File: config.mk
export PLATFORM = sky130hd
export DESIGN_NAME = bin_bcd_seq
export DESIGN_NICKNAME = d
export VERILOG_FILES = /design/src/rtl/bin_bcd_pkg.sv /design/src/rtl/bin_bcd_adj3.sv /design/src/rtl/bin_bcd_seq.sv
export SDC_FILE = /design/constraint.sdc
export NUM_CORES = 1
export LEC_CHECK = 0
export CORE_MARGIN = 2
export CORE_UTILIZATION = 43
export CTS_BUF_LIST = sky130_fd_sc_hd__clkbuf_4 sky130_fd_sc_hd__clkbuf_8 sky130_fd_sc_hd__clkbuf_16
export CTS_CLUSTER_DIAMETER = 60
export DETAILED_ROUTE_END_ITERATION = 8
export HOLD_SLACK_MARGIN = 0.03
export PLACE_DENSITY = 0.71
export SYNTH_ARGS = -nofsm -noshare
export SYNTH_HDL_FRONTEND = slang
export SYNTH_SLANG_ARGS = --single-unit
File: constraint.sdc
create_clock -name clk -period 2.3 [get_ports clk]
set_input_delay 0.46 -clock clk [delete_from_list [all_inputs] [get_ports clk]]
set_output_delay 0.46 -clock clk [all_outputs]
set_load 0.05 [all_outputs]
File: src/rtl/bin_bcd_pkg.sv
// Shared types and sizing helpers for the sequential binary-to-BCD converter.
package bin_bcd_pkg;

   typedef enum logic [1:0] {
      IDLE,
      SHIFT,
      DONE
   } st_e;

   // Smallest k with 10^k > 2^w - 1.
   function automatic int bcd_digits(input int w);
      logic [63:0] lim;
      logic [63:0] p;
      int          k;
      lim = (64'd1 << w) - 64'd1;
      p   = 64'd1;
      k   = 0;
      while (p <= lim) begin
         p = p * 64'd10;
         k = k + 1;
      end
      return k;
   endfunction

   function automatic int cnt_w(input int w);
      return $clog2(w);
   endfunction

endpackage

File: src/rtl/bin_bcd_adj3.sv
// Double-dabble digit correction: add 3 to any digit of 5 or more.
module bin_bcd_adj3 (
   input  logic [3:0] d,
   output logic [3:0] q
);

   assign q = (d >= 4'd5) ? d + 4'd3 : d;

endmodule

File: src/rtl/bin_bcd_seq.sv
// Multi-cycle binary-to-BCD converter, one bit per clock,
// optional two's-complement input, valid/ready on both sides.
module bin_bcd_seq
   import bin_bcd_pkg::*;
#(
   parameter int BIN_W  = 8,
   parameter int DIGITS = bcd_digits(BIN_W),
   parameter bit SIGNED = 1'b0
) (
   input  logic                clk,
   input  logic                rst,
   input  logic [BIN_W-1:0]    bin_in,
   input  logic                din_vld,
   output logic                din_rdy,
   output logic [4*DIGITS-1:0] bcd_out,
   output logic                sign_out,
   output logic                dout_vld,
   input  logic                dout_rdy
);

   localparam int CNT_W = cnt_w(BIN_W);
   localparam int ACC_W = 4 * DIGITS;

   if (DIGITS < bcd_digits(BIN_W)) begin : g_chk
      $error("DIGITS too small for BIN_W");
   end

   st_e              state;
   st_e              state_nxt;
   logic [BIN_W-1:0] sreg;
   logic [BIN_W-1:0] mag;
   logic [ACC_W-1:0] acc;
   logic [ACC_W-1:0] acc_adj;
   logic [ACC_W-1:0] acc_sh;
   logic [CNT_W-1:0] cnt;
   logic             sign_r;
   logic             neg;
   logic             accept;
   logic             last;

   assign neg    = SIGNED && bin_in[BIN_W-1];
   assign mag    = neg ? (~bin_in) + BIN_W'(1) : bin_in;
   assign accept = din_vld && din_rdy;
   assign last   = (cnt == CNT_W'(BIN_W - 1));
   assign acc_sh = {acc_adj[ACC_W-2:0], sreg[BIN_W-1]};

   for (genvar i = 0; i < DIGITS; i++) begin : g_adj
      bin_bcd_adj3 u_adj (
         .d (acc[4*i +: 4]),
         .q (acc_adj[4*i +: 4])
      );
   end

   always_ff @(posedge clk) begin
      if (rst) begin
         state <= IDLE;
      end else begin
         state <= state_nxt;
      end
   end

   always_comb begin
      state_nxt = state;
      din_rdy   = 1'b0;
      dout_vld  = 1'b0;
      unique case (state)
         IDLE: begin
            din_rdy = 1'b1;
            if (din_vld) state_nxt = SHIFT;
         end
         SHIFT: begin
            if (last) state_nxt = DONE;
         end
         DONE: begin
            dout_vld = 1'b1;
            if (dout_rdy) state_nxt = IDLE;
         end
         default: state_nxt = IDLE;
      endcase
   end

   always_ff @(posedge clk) begin
      if (rst) begin
         sreg     <= '0;
         acc      <= '0;
         cnt      <= '0;
         sign_r   <= 1'b0;
         bcd_out  <= '0;
         sign_out <= 1'b0;
      end else if (accept) begin
         sreg   <= mag;
         acc    <= '0;
         cnt    <= '0;
         sign_r <= neg;
      end else if (state == SHIFT) begin
         // Rotate rather than shift; the bit wrapped in is always 0.
         acc  <= acc_sh;
         sreg <= {sreg[BIN_W-2:0], acc_adj[ACC_W-1]};
         cnt  <= cnt + CNT_W'(1);
         if (last) begin
            bcd_out  <= acc_sh;
            sign_out <= sign_r;
         end
      end
   end

endmodule

# Yosys cells after proc, flatten, opt, wreduce, memory -nomap -nowiden
# Cells that the tools add are included.
# word_totals
word_cells	36
reg_bits	37
out_inout_bits	15
# op_classes
magnitude_cmp	3
n_addsub	4
n_reduce_logical	6
eq_ne	6
n_bitwise	1
mux	11
# op_table
operator	n
8-bit 2-to-1 mux	2
4-bit by 2-bit adder with 4-bit output, second input constant	3
4-bit by 3-bit >= comparator with 1-bit output, second input constant	3
4-bit 2-to-1 mux	3
2-bit 2-to-1 mux	3
2-bit inequality test, second input constant	3
2-bit case mux with 3 select lines	1
3-bit AND reduction	2
3-bit by 1-bit adder with 3-bit output, second input constant	1
3-bit == test, second input constant	1
2-bit by 1-bit == test with 1-bit output, second input constant	1
2-bit == test, second input constant	1
2-bit logical NOT	1
1-bit 2-to-1 mux	2
2-bit nonzero test	1
2-bit OR reduction	1
1-bit logical AND	1
1-bit inverter	1

# Logic depth before layout (Yosys ltp)
# Gate-level depths: netlist of the first run.
# logic_depth
word_depth	5
depth_mapped	6
mapped_depth_nobuf	6

# Hierarchy
# Synthesis of the first run repeated with hierarchy kept, for this count alone.
# unflattened
hier_cells	221
hier_area_um2	1752.9
# modules_own_cells
module	n_inst	seq_area_each_um2	cells_per_inst	area_per_inst_um2
bin_bcd_seq	1	740.7	173	1448.9
bin_bcd_adj3	3	0.0	16	101.3

# Worst setup path after synthesis of the first run
# OpenSTA, ideal clock, no wires.
# synth_timing
path_kind	register -> output
start	reg state[1]
end	out dout_vld
setup_slack_ns	0.654
t_required_ns	1.840
path_stages_with_launch	2
arrival_time_ns	1.186
cell_sequence	dfxtp_1 -> nor2b_1
# synth_between
elab_chain_cells	2
# synth_rtl
item	line_no	text
start: declaration	bin_bcd_seq.sv:28	st_e state;
start signal: assignment	bin_bcd_seq.sv:58	state <= state_nxt;
2-bit == test	bin_bcd_seq.sv:66	unique case (state)
1-bit 2-to-1 mux	bin_bcd_seq.sv:66	
end: declaration	bin_bcd_seq.sv:17	output logic dout_vld,
# Every way passes these cells.

# Final worst setup path of the first run
# layout_timing
start	reg state[1]
end	out din_rdy
# layout_between
elab_chain_cells	2
# layout_rtl
item	line_no	text
2-bit logical NOT	bin_bcd_seq.sv:66	
1-bit 2-to-1 mux	bin_bcd_seq.sv:66	
end: declaration	bin_bcd_seq.sv:14	output logic din_rdy,
# Every way passes these cells.

==> flow_summary.json, run 1 <==
{
  "drc": 0,
  "regToRegSetupSlack_ns": 0.63,
  "worst-slew-pin-transition_ns": 0.501,
  "root_buffer": "clkbuf_8",
  "yosys_warnings": 0,
  "synthXorXnorAreaFrac_pct": 2.02,
  "ys_seq_area_share_pct": 42.7,
  "whs_endpoint": "sreg[1]",
  "row_count": 23,
  "synth_area_um2": 1740,
  "antenna_found_initial": 0,
  "vias": 1444,
  "synth_top_family_by_area": "simple AND/OR/NAND/NOR gates",
  "drv_slew": 0,
  "synth_edf_count": 0,
  "synth_cell_types": 38,
  "drt_wl_total_mm": 3.54,
  "r2r_start": "state[0]",
  "max-slew-margin-rel_pct": 66.5,
  "core_um2": 3940,
  "cap_violations": 0,
  "cp_data_required_time_ns": 1.84,
  "die_x_um": 67.5,
  "first_iter_violations": 73,
  "cts_hold_buf": 0,
  "layout_common_cells": "37 x dfxtp_1, 24 x clkdlybuf4s50_1, 21 x nand2_1, 19 x a21oi_1, 16 x nor2_1",
  "clkSinkCount": 37,
  "portBuffers": 25,
  "num_io_pins": 27,
  "grt_max_degree": 15,
  "critPathKind": "reg -> out",
  "synth_nets": 216,
  "gp_congestion": 0.835,
  "final_nets": 243,
  "diodes": 0,
  "ir_drop_uv": 367,
  "grt_pass1_vias": 1281,
  "grt.overflow.total": 0,
  "cp-start-kind": "flip-flop",
  "fin_crit_ns": 2.02,
  "setup_viol": 0,
  "synth_async_sr_flop_share_pct": 0,
  "synth_ff_type": "dfxtp_1",
  "worstReg2RegEnd": "bcd_out[9]",
  "wl_per_cell_um": 13.0,
  "grt_pass1_wl_mm": 5.83,
  "worstRegToRegCells": 4,
  "synth-simple-area-share_pct": 22.1,
  "hpwl_mm": 2.53,
  "power_density_nw_per_um2": 603,
  "hold_class": "reg -> reg",
  "end_kind": "output pin",
  "drt_first_pass_iters": 4,
  "grt_usage_pct": 17.4,
  "cts_tree": "yes",
  "cts-htree-levels": 2,
  "fmax_mhz": 496,
  "finalSetupTns_ns": 0,
  "total_power_mw": 1.28,
  "synthAdderAreaFrac_pct": 5.77,
  "holdWs_ns": 0.458,
  "leakagePower_nw": 0.754,
  "min_path_cells": 2,
  "finalClockSkew_ns": 0.00811,
  "final_antenna_net_count": 0,
  "worst_ep_arrival_time_ns": 1.56,
  "synth-compound-area-share_pct": 19.3,
  "vias_per_cell": 5.29,
  "hp-start": "sreg[1]",
  "final_common_cell": "dfxtp_1",
  "clock_path_buffers": 2,
  "clk_latency_ns": 0.29,
  "finalHoldViolations": 0,
  "synthCells": 196,
  "die-area_um2": 4560,
  "synthToLayoutAreaGrowth_pct": 22.3,
  "synth.area.mux_share_pct": 2.52,
  "initial_core_util_pct": 44.0,
  "die_h_um": 67.5,
  "rsz0062_at_grt": "no",
  "post-route-period-util_pct": 87.7,
  "avgSynthCellArea_um2": 8.85,
  "numCtsBuffers": 5,
  "ys_ff_latch": 37,
  "status": "completed",
  "drive_above_1_share_pct": 11.2,
  "cts.clk_slew.worst_paths_ns": 0.07,
  "worstPathMaxFanout": 5
}
==> cell type report <==
class | count | area, µm²
Tap cell | 50 | 62.6
Fill cell | 342 | 1820
Clock buffer | 7 | 90.1
Multi-Input combinational cell | 141 | 901
Timing Repair Buffer | 32 | 305
Sequential cell | 37 | 741
Inverter | 6 | 22.5
==> report_power, final <==
part / total, mW / internal, mW / leakage [nW] / switching [mW]
sequential: 0.668 / 0.657 / 0.300 / 0.0119
combinational: 0.140 / 0.0630 / 0.406 / 0.0766
clock: 0.472 / 0.249 / 0.0477 / 0.223
total: 1.28 / 0.969 / 0.754 / 0.311
==> flip-flops by register name, indices dropped and copies added (netlist names) <==
signal   count
bcd_out     12
cnt          3
sreg         8
state        2
acc         12
==> critical path: stages, from the launching register on <==
cell	delay [ns]
dfxtp_1	0.37
nor2_1	0.10
clkdlybuf4s50_1	0.80
==> worst max path at each step <==
stage / cells past startpoint / from / end
3_5_place_dp: 2 / state[1] / dout_vld
4_1_cts: 2 / state[1] / dout_vld
6_report: 2 / state[1] / din_rdy
3_3_place_gp: 2 / state[1] / dout_vld
5_1_grt: 2 / state[1] / din_rdy
2_1_floorplan: 1 / state[1] / dout_vld
==> cells by family after synthesis <==
kind of cell / count (synthesis)
simple gates: 71
mux: 4
buf+inv: 18
flops: 37
fa+ha+maj: 8
xor+xnor: 4
other cells: 1
compound gates: 53
==> metrics by stage <==
stage / worst slack [ns] / instance area [µm²] / instances / util, %
floorplan: 0.654 / 1740 / 196 / -
global placement: 0.418 / 2030 / 266 / 51.5
detailed placement: 0.382 / 2030 / 266 / 51.5
CTS: 0.0639 / 2120 / 273 / 53.8
global route: 0.209 / 2120 / 273 / 53.8
finish: 0.284 / 2120 / 273 / 53.8
==> synthesized netlist by cell type, types with 4 or more instances <==
cell type	count	share of area, %
o22ai_1	5	1.8
nor3_1	5	1.4
nand3b_1	6	2.6
inv_1	6	1.3
a21oi_1	19	5.5
o21ai_0	11	3.2
nand2b_1	4	1.4
ha_1	8	5.8
dfxtp_1	37	43
a211oi_1	4	1.7
nor3b_1	5	2.2
nand3_1	4	1.2
nor2_1	16	3.5
nand2_1	21	4.5
buf_2	6	1.7
a22oi_1	8	3.5
==> metal layers <==
metal / up-vias / share of wire [%] / wire length (µm) / track usage [%]
li1: 740 / - / - / -
met1: 677 / 48 / 1700 / 22.1
met2: 21 / 47 / 1660 / 27.2
met3: 6 / 3.1 / 110 / 5.50
met4: 0 / 2.0 / 70 / 6.89
met5: - / 0 / 0 / 0
==> repair_timing <==
action	in CTS	in global routing
gates resized for setup	0	1
setup buffers	0	0
endpoints found under the setup margin	0	1
(Power assumes the default switching activity.)
==> run 2, diff against run 1 <==
--- a/config.mk
+++ b/config.mk
@@ -5,7 +5,7 @@
 export SDC_FILE = /design/constraint.sdc
 export NUM_CORES = 1
 export LEC_CHECK = 0
-export CORE_MARGIN = 2
+export ABC_AREA = 0
 export CORE_UTILIZATION = 43
 export CTS_BUF_LIST = sky130_fd_sc_hd__clkbuf_4 sky130_fd_sc_hd__clkbuf_8 sky130_fd_sc_hd__clkbuf_16
 export CTS_CLUSTER_DIAMETER = 60
==> constraint.sdc (replaced) <==
create_clock -name clk -period 2.35 [get_ports clk]
set_input_delay 0.47 -clock clk [delete_from_list [all_inputs] [get_ports clk]]
set_output_delay 0.47 -clock clk [all_outputs]
set_load 0.05 [all_outputs]
==> run 2 against run 1 <==
  * Register-to-register slack about the same
  * Non-clock buffer count decreased by 1
  * Highest routed layer unchanged
  * Global-route usage increased by 1.9 points
  * Largest cell class unchanged
==> flow_summary.json, run 2 (synthesis results as in run 1) <==
{
  "grt_pass1_wl_mm": 6.15,
  "total_power_mw": 1.37,
  "hold_class": "reg -> reg",
  "final_nets": 242,
  "gp_congestion": 0.768,
  "max-slew-margin-rel_pct": 64.9,
  "first_iter_violations": 105,
  "root_buffer": "clkbuf_8",
  "finalHoldViolations": 0,
  "drive_above_1_share_pct": 11.2,
  "final_antenna_net_count": 0,
  "finalSetupTns_ns": 0,
  "r2r_start": "state[0]",
  "row_count": 22,
  "cts-htree-levels": 2,
  "core_um2": 3770,
  "wl_per_cell_um": 13.0,
  "synthToLayoutAreaGrowth_pct": 23.3,
  "die_h_um": 65.5,
  "final_common_cell": "dfxtp_1",
  "reg_top3": "acc: 12 flops, bcd_out: 12 flops, sreg: 8 flops",
  "cap_violations": 0,
  "leakagePower_nw": 0.744,
  "rsz0062_at_grt": "no",
  "cts_resized": 0,
  "grt_usage_pct": 19.2,
  "cts.clk_slew.worst_paths_ns": 0.07,
  "drt_wl_total_mm": 3.51,
  "initial_core_util_pct": 46.0,
  "end_kind": "output pin",
  "grt_pass1_vias": 1305,
  "detailed_place.area_um2": 2020,
  "die_x_um": 65.5,
  "power_density_nw_per_um2": 638,
  "critPathKind": "reg -> out",
  "drc": 0,
  "startpoint": "state[1]",
  "status": "completed",
  "grt_max_degree": 15,
  "diodes": 0,
  "cp-start-kind": "flip-flop",
  "grt.overflow.total": 0,
  "layout_common_cells": "37 x dfxtp_1, 25 x clkdlybuf4s50_1, 21 x nand2_1, 19 x a21oi_1, 16 x nor2_1",
  "antenna_found_initial": 0,
  "numCtsBuffers": 5,
  "fin_crit_ns": 2.22,
  "worst_ep_arrival_time_ns": 1.75,
  "clkSinkCount": 37,
  "pre_cts_slack_ns": 0.435,
  "post_cts_buffers": 0,
  "clock_path_buffers": 2,
  "ir_drop_uv": 318,
  "worstPathMaxFanout": 5,
  "post-route-period-util_pct": 94.5,
  "worst-slew-pin-transition_ns": 0.524,
  "drt_first_pass_iters": 4,
  "cts_hold_buf": 0,
  "vias_per_cell": 5.39,
  "hpwl_mm": 2.47,
  "cts_tree": "yes",
  "fmax_mhz": 451,
  "portBuffers": 25,
  "die-area_um2": 4290,
  "setup_viol": 0,
  "cp_data_required_time_ns": 1.88,
  "clk_latency_ns": 0.29,
  "fin_area_um2": 2140,
  "final.setup.worst_slack_ns": 0.130,
  "drv_slew": 0,
  "num_io_pins": 27,
  "hp-start": "sreg[6]",
  "vias": 1462,
  "finalClockSkew_ns": 0.00542
}
==> run 2: cell count changes in the layout (fill, tap and decap cells not counted) <==
cell | previous run | this run
dlymetal6s2s_1 | 1 | 0
bufinv_16 | 0 | 1
buf_4 | 7 | 6
clkdlybuf4s50_1 | 24 | 25
==> run 2: path summary, 6_finish.rpt <==
check | end | slack [ns] | cells past startpoint
worst max-delay path | dout_vld | 0.13 | 2
worst min register to register | sreg[6] | 0.46 | 2
worst max register to register | bcd_out[9] | 0.62 | 4
worst min-delay path | sreg[6] | 0.46 | 2
==> run 2: per-stage QoR <==
stage / hold slack [ns] / utilization, % / cells
6_report: 0.462 / 56.7 / 271
3_3_place_gp: 0.447 / 53.6 / 263
3_5_place_dp: 0.447 / 53.6 / 263
5_1_grt: 0.490 / 56.7 / 271
2_1_floorplan: 0.436 / - / 196
4_1_cts: 0.463 / 56.7 / 271
==> run 2: layout make-up <==
type / instances / area [µm²]
clock buffers: 7 / 90.1
clock inverters: 1 / 30.0
fillers: 335 / 1630
inverters: 6 / 22.5
multi-input cells: 141 / 901
flip-flops and latches: 37 / 741
well taps: 48 / 60.1
repair buffers: 31 / 295
==> run 2: metal layers <==
layer	up-vias	wire length (µm)	global-route usage (%)	part of all wire [%]
met4	0	106	8.97	3.0
li1	739	-	-	-
met1	664	1730	26.4	49
met2	48	1480	26.7	42
met5	-	0	0	0
met3	11	198	6.42	5.6
==> run 2: worst max-delay path: stages (launching register included) <==
cell and delay [ns]:
dfxtp_1 0.43, nor2b_1 0.21, clkdlybuf4s50_1 0.82
==> run 2: report_power, final <==
part           switching (mW)  internal [mW]
combinational          0.0735         0.0594
sequential             0.0116          0.642
clock                   0.221          0.357
==> run 3, diff against run 2 <==
--- a/config.mk
+++ b/config.mk
@@ -11,7 +11,9 @@
 export CTS_CLUSTER_DIAMETER = 60
 export DETAILED_ROUTE_END_ITERATION = 8
 export HOLD_SLACK_MARGIN = 0.03
+export MAX_ROUTING_LAYER = met4
 export PLACE_DENSITY = 0.71
+export SKIP_CTS_REPAIR_TIMING = 1
 export SYNTH_ARGS = -nofsm -noshare
 export SYNTH_HDL_FRONTEND = slang
 export SYNTH_SLANG_ARGS = --single-unit
==> run 3 against run 2 <==
  * Via count hardly changed
  * Register-to-register slack hardly changed
  * First-iteration DRC count is 6.7% higher
  * Global-route usage is 0.48 points higher
  * Power hardly changed
  * Non-clock buffer count stayed put
  * Design area stayed put
  * Fmax hardly changed
  * Clock skew hardly changed
  * Hold slack better by 0.0010 ns
  * Critical path type unchanged
  * Highest routed layer unchanged
==> flow_summary.json, run 3 (synthesis results as in run 1) <==
{
  "p_switching_uw": 306,
  "rsz0062_at_grt": "no",
  "hold_class": "reg -> reg",
  "seqPwrFrac_pct": 47.9,
  "final_nets": 242,
  "register_area_um2": 741,
  "route.met3.wl_um": 195,
  "die-area_um2": 4290,
  "leakagePower_nw": 0.744,
  "dr_wl_met2_mm": 1.48,
  "pwr-share-comb_pct": 9.7,
  "worstRegToRegCells": 4,
  "whs_endpoint": "sreg[6]",
  "dpl.cell_count": 263,
  "grt_max_degree": 15,
  "die_h_um": 65.5,
  "worstPathMaxFanout": 5,
  "cts_tree": "yes",
  "wl_met1_mm": 1.73,
  "drc": 0,
  "grt_usage_pct": 19.7,
  "clock_path_buffers": 2,
  "numCtsBuffers": 5,
  "reg_top3": "acc: 12 flops, bcd_out: 12 flops, sreg: 8 flops",
  "path_delay_family": "buffers and inverters",
  "drt_wl_total_mm": 3.51,
  "clkSinkCount": 37,
  "min_path_cells": 2,
  "grt_pass1_vias": 1306,
  "die_x_um": 65.5,
  "cpPeakStageDelay_ns": 0.82,
  "num_io_pins": 27,
  "cp_slowest_cell": "clkdlybuf4s50_1",
  "finalHoldViolations": 0,
  "path_buf_inv": 1,
  "grt.overflow.total": 0,
  "pwr-share-clk_pct": 42.3,
  "status": "completed",
  "dr.max_layer_used": "met4",
  "worst-slew-pin-transition_ns": 0.524,
  "instances_no_fill": 271,
  "r2r_start": "state[0]",
  "first_iter_violations": 112,
  "diodes": 0,
  "worstReg2RegEnd": "bcd_out[9]",
  "ir_drop_uv": 317,
  "fmax_mhz": 451,
  "drive_above_1_share_pct": 11.2,
  "cts.clk_slew.worst_paths_ns": 0.07,
  "fillers": 335,
  "layout_common_cells": "37 x dfxtp_1, 25 x clkdlybuf4s50_1, 21 x nand2_1, 19 x a21oi_1, 16 x nor2_1",
  "final_common_cell": "dfxtp_1",
  "row_count": 22,
  "power_density_nw_per_um2": 638,
  "portBuffers": 25,
  "drv_slew": 0,
  "antenna_found_initial": 0,
  "cp_data_required_time_ns": 1.88,
  "worst_ep_arrival_time_ns": 1.75,
  "max-slew-margin-rel_pct": 64.9,
  "gp_congestion": 0.778,
  "vias": 1461,
  "end_kind": "output pin",
  "fin_crit_ns": 2.22,
  "critPathKind": "reg -> out",
  "root_buffer": "clkbuf_8",
  "regToRegSetupSlack_ns": 0.62,
  "finalClockSkew_ns": 0.00548,
  "crit_path_cell_trace": "nor2b_1 -> clkdlybuf4s50_1",
  "drt_first_pass_iters": 4,
  "multi_input_area_um2": 901,
  "clk_latency_ns": 0.29,
  "core_um2": 3770,
  "cts-htree-levels": 2,
  "cp-start-kind": "flip-flop",
  "hp-start": "sreg[6]",
  "wl_per_cell_um": 12.9,
  "initial_core_util_pct": 46.0,
  "post-route-period-util_pct": 94.4,
  "finalSetupTns_ns": 0,
  "setup_viol": 0,
  "final_antenna_net_count": 0,
  "cap_violations": 0,
  "hpwl_mm": 2.47,
  "synthToLayoutAreaGrowth_pct": 23.3,
  "p_int_mw": 1.06,
  "p_sw_share_pct": 22.4,
  "vias_per_cell": 5.39,
  "total_power_mw": 1.37,
  "grt_pass1_wl_mm": 6.14
}
## run 3: cell counts in the layout (fill, tap and decap cells not counted)
Identical to the previous run, type by type.
## run 3: area by class of cell
type                            count  share of cell area (%)
Sequential cell                    37                    34.6
Multi-Input combinational cell    141                    42.1
Clock buffer                        7                    4.21
Tap cell                           48                    2.81
Inverter                            6                    1.05
Timing Repair Buffer               31                    13.8
Clock inverter                      1                    1.40
## run 3: metrics by stage
step | hold slack, ns | instance area [µm²] | worst slack [ns] | utilization (%)
after floorplan | 0.436 | 1740 | 0.694 | -
after global placement | 0.447 | 2020 | 0.451 | 53.6
after detailed placement | 0.447 | 2020 | 0.435 | 53.6
after CTS | 0.463 | 2140 | 0.120 | 56.7
after global routing | 0.489 | 2140 | 0.0129 | 56.7
final | 0.463 | 2140 | 0.131 | 56.7
## run 3: worst min-delay path, cell delays in order, from the launching register on
cell and delay (ns):
dfxtp_1 0.31, nand2_1 0.05, a21oi_1 0.06
## run 3: power by group through the flow
stage / clock network, mW / logic (mW) / registers [mW]
final: 0.578 / 0.133 / 0.654
after global routing: 0.626 / 0.150 / 0.657
after CTS: 0.586 / 0.134 / 0.654
after detailed placement: 0 / 0.134 / 0.668
after global placement: 0 / 0.132 / 0.669
after floorplan: 0 / 0.0956 / 0.666
## run 3: routing by layer
metal / up-vias / track usage [%]
li1: 739 / -
met1: 663 / 26.3
met2: 48 / 26.7
met3: 11 / 6.42
met4: 0 / 8.97
met5: - / -
## run 3: how the worst max path moves through the flow
stage	cells past startpoint	slack [ns]	from	to
after global routing	2	0.01	state[1]	dout_vld
after CTS	2	0.12	state[1]	dout_vld
after floorplan	1	0.69	state[1]	dout_vld
after global placement	2	0.45	state[1]	dout_vld
final	2	0.13	state[1]	dout_vld
after detailed placement	2	0.44	state[1]	dout_vld
